### config.mk
export PLATFORM = sky130hd
export DESIGN_NAME = imem_dport_arb
export DESIGN_NICKNAME = d
export VERILOG_FILES = /design/src/rtl/imem_dport_arb.sv
export SDC_FILE = /design/constraint.sdc
export NUM_CORES = 1
export LEC_CHECK = 0
export ABC_AREA = 0
export CELL_PAD_IN_SITES_DETAIL_PLACEMENT = 1
export CELL_PAD_IN_SITES_GLOBAL_PLACEMENT = 1
export CORE_ASPECT_RATIO = 1.1
export CORE_MARGIN = 5
export CORE_UTILIZATION = 22
export DETAILED_ROUTE_END_ITERATION = 8
export GPL_TIMING_DRIVEN = 1
export PLACE_DENSITY_LB_ADDON = 0.1
export SLEW_MARGIN = 40
export SYNTH_ARGS = -nofsm -noshare
export SYNTH_HDL_FRONTEND = slang
export SYNTH_SLANG_ARGS = --single-unit
### constraint.sdc
create_clock -name clk -period 2.7 [get_ports clk]
set_input_delay 0.675 -clock clk [delete_from_list [all_inputs] [get_ports clk]]
set_output_delay 0.675 -clock clk [all_outputs]
set_load 0.005 [all_outputs]
### src/rtl/imem_dport_arb.sv
// Arbiter for the imem shared data-read port: CPU loads (priority) and host/debug reads
// (anti-starvation force-grant plus locked bursts). Grants are combinational, responses one cycle later.
module imem_dport_arb #(
  parameter int ADDR_W     = 14,
  parameter int DATA_W     = 32,
  parameter int STARVE_MAX = 4,
  parameter int BURST_MAX  = 8
) (
  input  logic              clk,
  input  logic              rst,
  input  logic              cpu_req_i,
  input  logic [ADDR_W-1:0] cpu_addr_i,
  output logic              cpu_gnt_o,
  output logic              cpu_rvalid_o,
  output logic [DATA_W-1:0] cpu_rdata_o,
  input  logic              host_req_i,
  input  logic              host_lock_i,
  input  logic [ADDR_W-1:0] host_addr_i,
  output logic              host_gnt_o,
  output logic              host_rvalid_o,
  output logic [DATA_W-1:0] host_rdata_o,
  output logic [ADDR_W-1:0] daddr_o,
  input  logic [DATA_W-1:0] data_i,
  output logic              dbg_burst
);

  // Handshake: a requester holds req/addr stable until its gnt is seen high in the
  // same cycle; the matching rvalid/rdata arrive exactly one cycle after that grant.

  localparam logic [3:0] STARVE_LIM = 4'(STARVE_MAX);
  localparam logic [7:0] BURST_LIM  = 8'(BURST_MAX);

  typedef enum logic {ARB = 1'b0, BURST = 1'b1} state_e;

  state_e            state;
  logic [3:0]        starve_cnt;
  logic [7:0]        beat_cnt;
  logic [ADDR_W-1:0] last_addr;
  logic              rvalid_q;
  logic              owner_q;   // 1: the response in flight belongs to the host

  always_comb begin
    cpu_gnt_o  = 1'b0;
    host_gnt_o = 1'b0;
    if (!rst) begin
      if (state == BURST) begin
        host_gnt_o = host_req_i;
      end else if (cpu_req_i && (starve_cnt < STARVE_LIM)) begin
        cpu_gnt_o = 1'b1;
      end else begin
        host_gnt_o = host_req_i;
      end
    end
  end

  // Idle cycles replay the last granted address so the imem port does not toggle.
  always_comb begin
    if (rst)             daddr_o = '0;
    else if (cpu_gnt_o)  daddr_o = cpu_addr_i;
    else if (host_gnt_o) daddr_o = host_addr_i;
    else                 daddr_o = last_addr;
  end

  always_ff @(posedge clk) begin
    if (rst) begin
      state      <= ARB;
      starve_cnt <= '0;
      beat_cnt   <= '0;
      last_addr  <= '0;
      rvalid_q   <= 1'b0;
      owner_q    <= 1'b0;
    end else begin
      rvalid_q <= cpu_gnt_o | host_gnt_o;
      owner_q  <= host_gnt_o;
      if (cpu_gnt_o || host_gnt_o) last_addr <= daddr_o;

      if (host_gnt_o || !host_req_i) starve_cnt <= '0;
      else if (starve_cnt < STARVE_LIM) starve_cnt <= starve_cnt + 4'd1;

      case (state)
        ARB: begin
          if (host_gnt_o && host_lock_i && (BURST_MAX > 1)) begin
            state    <= BURST;
            beat_cnt <= 8'd1;
          end
        end
        BURST: begin
          if (host_gnt_o) beat_cnt <= beat_cnt + 8'd1;
          if (!host_req_i || !host_lock_i || (beat_cnt >= BURST_LIM - 8'd1))
            state <= ARB;
        end
        default: state <= ARB;
      endcase
    end
  end

  // Gating with rst drops a response whose grant was immediately followed by reset.
  assign cpu_rvalid_o  = rvalid_q & ~owner_q & ~rst;
  assign host_rvalid_o = rvalid_q &  owner_q & ~rst;
  assign cpu_rdata_o   = cpu_rvalid_o  ? data_i : '0;
  assign host_rdata_o  = host_rvalid_o ? data_i : '0;
  assign dbg_burst     = (state == BURST);

endmodule

==> flow_summary.toml <==
[status]
outcome = "finished, final reports clean"

[clock_tree]
hold_buffers = 0
cts-htree-levels = 2
cts_tree = "built"
worstSkewPairLatency_ns = 0.28
cts_buffer_depth = 2
cts_sinks = 29
path_clk_slew_ns = 0.06
cts-root-buf = "clkbuf_8"
numCtsBuffers = 5

[floorplan]
core_area_mm2 = 0.00828
rows = 35
initial_core_util = 0.222
fp.dieW_um = 97.1
die_h_um = 106
io_pins = 148
die_area_mm2 = 0.0103

[sta]
layout_min_cycle_time_ns = 2.65
max_freq_ghz = 0.378
hold_viol = 0
post-route-period-util = 0.981
finalSetupViolCount = 0
timing.final.max_slew_violations = 0
finalClockSkew_ns = 0.0121
holdWs_ns = 0.431
setup-tns-final_ns = 0

[yosys]
ys_warn_count = 0
synth_cells = 225
syn_nets = 292
ys_types = 33
synth_area_mm2 = 0.00184
ys_ff_latch = 29
ys_seq_area_frac = 0.316
avgSynthCellArea_um2 = 8.16

[global_route]
grt_max_degree = 34
grt_pass1_vias = 2428
grt_usage = 0.163
grt_pass1_wl_mm = 13.3
antenna_found_initial = 0
overflow = 0

[setup_path]
cp.buffers_inverters = 4
cp.arrival_ns = 1.97
worst-path-max-fanout = 15
slowest_stage = "clkdlybuf4s50_1"
critical_path_required_ns = 2.03
crit_path_max_incr_delay_ns = 0.51
crit_family = "buffers and inverters"
end_kind = "primary output"
path_class = "in -> out"
crit_chain = "buf_2, nor3b_4, buf_6, buf_16, and2_1, clkdlybuf4s50_1"
cp-start-kind = "primary input"

[power_and_ir_drop]
ir_worst_vdd_uv = 156
p_per_area_mw_per_mm2 = 299
p_leak_uw = 0.00193

[routing]
drt_iter0_drc = 70
vias_per_cell = 4.48
wl_met2_mm = 4.33
route.top_layer_used = "met4"
drt_first_pass_iters = 4
num_vias = 2313
wl_per_cell_um = 16.8
finalWirelength_mm = 8.66
wl_met1_mm = 3.56
ant_nets = 0
drc = 0
wl_met3_um = 556

[place]
dp_hpwl_mm = 6.23
io_buffers = 147
place_congestion = 0.743

[job]
drv_cap = 0

[cells_and_area]
fin_nets = 471
drive_above_1_share = 0.252
utilization = 0.491
syn_to_final_growth_pct = 121
diodes = 0

[worst_hold_path]
hp-class = "reg -> reg"
## per-layer routing
layer,vias up,GRT usage
li1,1140,-
met1,1060,0.179
met2,101,0.293
met3,12,0.0523
met4,0,0.0612
met5,-,0
## repair_timing
item                       in CTS  in global routing
buffers inserted                7                  1
cloned                          6                  0
pin swaps                       3                  1
hold endpoints to repair        0                  0
setup endpoints to repair      82                 27
resized for setup             112                 24
## kinds of logic (layout without fill, tap and decap cells)
group / count (synthesis) / count (layout) / synth area share
AND/OR/NAND/NOR: 114 / 114 / 0.359
buffers and inverters: 20 / 200 / 0.0600
adder cells (fa/ha/maj): 2 / 2 / 0.0136
AO/OA/AOI/OAI: 42 / 42 / 0.158
multiplexers: 14 / 14 / 0.0763
flip-flops: 29 / 29 / 0.316
other: 1 / 1 / 0.00204
XOR/XNOR: 3 / 3 / 0.0143
## cells in the final DEF, fill, tap and decap left out, drive strengths merged, types with 3 or more instances in the layout
master	synthesis	layout
nand4	4	4
dlymetal6s2s	0	18
buf	8	60
mux2i	14	14
nor2	22	22
and2	66	66
nand3	3	3
o21ai	3	3
a21oi	8	8
clkbuf	10	5
nand2	5	5
xor2	3	3
clkdlybuf4s50	0	111
a211oi	28	28
dfxtp	29	29
## cell usage after synthesis, drive strengths merged
| library cell | count | area share |
|---|---|---|
| nor4b | 1 | 0.0048 |
| nor3 | 1 | 0.0027 |
| clkbuf | 10 | 0.020 |
| o21ai | 3 | 0.0082 |
| or4 | 1 | 0.0041 |
| ha | 2 | 0.014 |
| nand4 | 4 | 0.014 |
| a32oi | 1 | 0.0048 |
| or4b | 1 | 0.0055 |
| a211oi | 28 | 0.11 |
| a21oi | 8 | 0.022 |
| nand2b | 1 | 0.0034 |
| buf | 8 | 0.035 |
| o31ai | 1 | 0.0041 |
| nand2 | 5 | 0.010 |
| a311oi | 1 | 0.0048 |
| inv | 2 | 0.0041 |
| or2 | 1 | 0.0034 |
| dfxtp | 29 | 0.32 |
| nor2 | 22 | 0.046 |
| nand3 | 3 | 0.0082 |
| nor3b | 1 | 0.0041 |
| conb | 1 | 0.0020 |
| nand4b | 1 | 0.0048 |
| or3 | 2 | 0.0068 |
| and2 | 66 | 0.22 |
| xor2 | 3 | 0.014 |
| nor2b | 1 | 0.0048 |
| mux2i | 14 | 0.076 |
| and3 | 2 | 0.0068 |
| and3b | 1 | 0.0048 |
## final cells by class
| class | instances | area, um^2 |
|---|---|---|
| flip-flops and latches | 29 | 581 |
| fillers | 946 | 4210 |
| clock inverters | 3 | 17.5 |
| multi-input cells | 176 | 1300 |
| inverters | 2 | 7.51 |
| well taps | 111 | 139 |
| repair buffers | 190 | 1950 |
| clock buffers | 5 | 68.8 |
## power by group
part	internal [uW]	leakage (uW)	switching, uW
logic	247	0.00165	147
registers	449	0.000238	9.89
clock network	178	0.0000439	182
## worst paths after layout
path	start	to	slack [ns]	depth (start not counted)
max	rst	cpu_rdata_o[13]	0.05	6
max reg2reg	starve_cnt[3]	beat_cnt[7]	0.65	8
min reg2reg	starve_cnt[0]	starve_cnt[0]	0.43	1
min	starve_cnt[0]	starve_cnt[0]	0.43	1
## through the flow
| stage | cells | power [uW] | area (um^2) | worst slack, ns |
|---|---|---|---|---|
| floorplan | 225 | 578 | 1840 | 0.295 |
| global placement | 494 | 799 | 3620 | -0.559 |
| detailed placement | 494 | 804 | 3620 | -0.608 |
| CTS | 515 | 1230 | 4000 | -0.00210 |
| global route | 516 | 1270 | 4060 | -0.00212 |
| finish | 516 | 1210 | 4060 | 0.0524 |
## worst reg2reg max path, delay by kind of cell (launching register included)
kind	cells	cell delay (ns)
buf+inv	4	0.61
compound gates	1	0.15
simple gates	3	0.90
flops	1	0.34
## state kept, by name (all words and copies together), names as in the netlist
register    flops
beat_cnt        8
dbg_burst       1
last_addr      14
owner_q         1
rvalid_q        1
starve_cnt      4
Power figures use the tool's default switching activity.
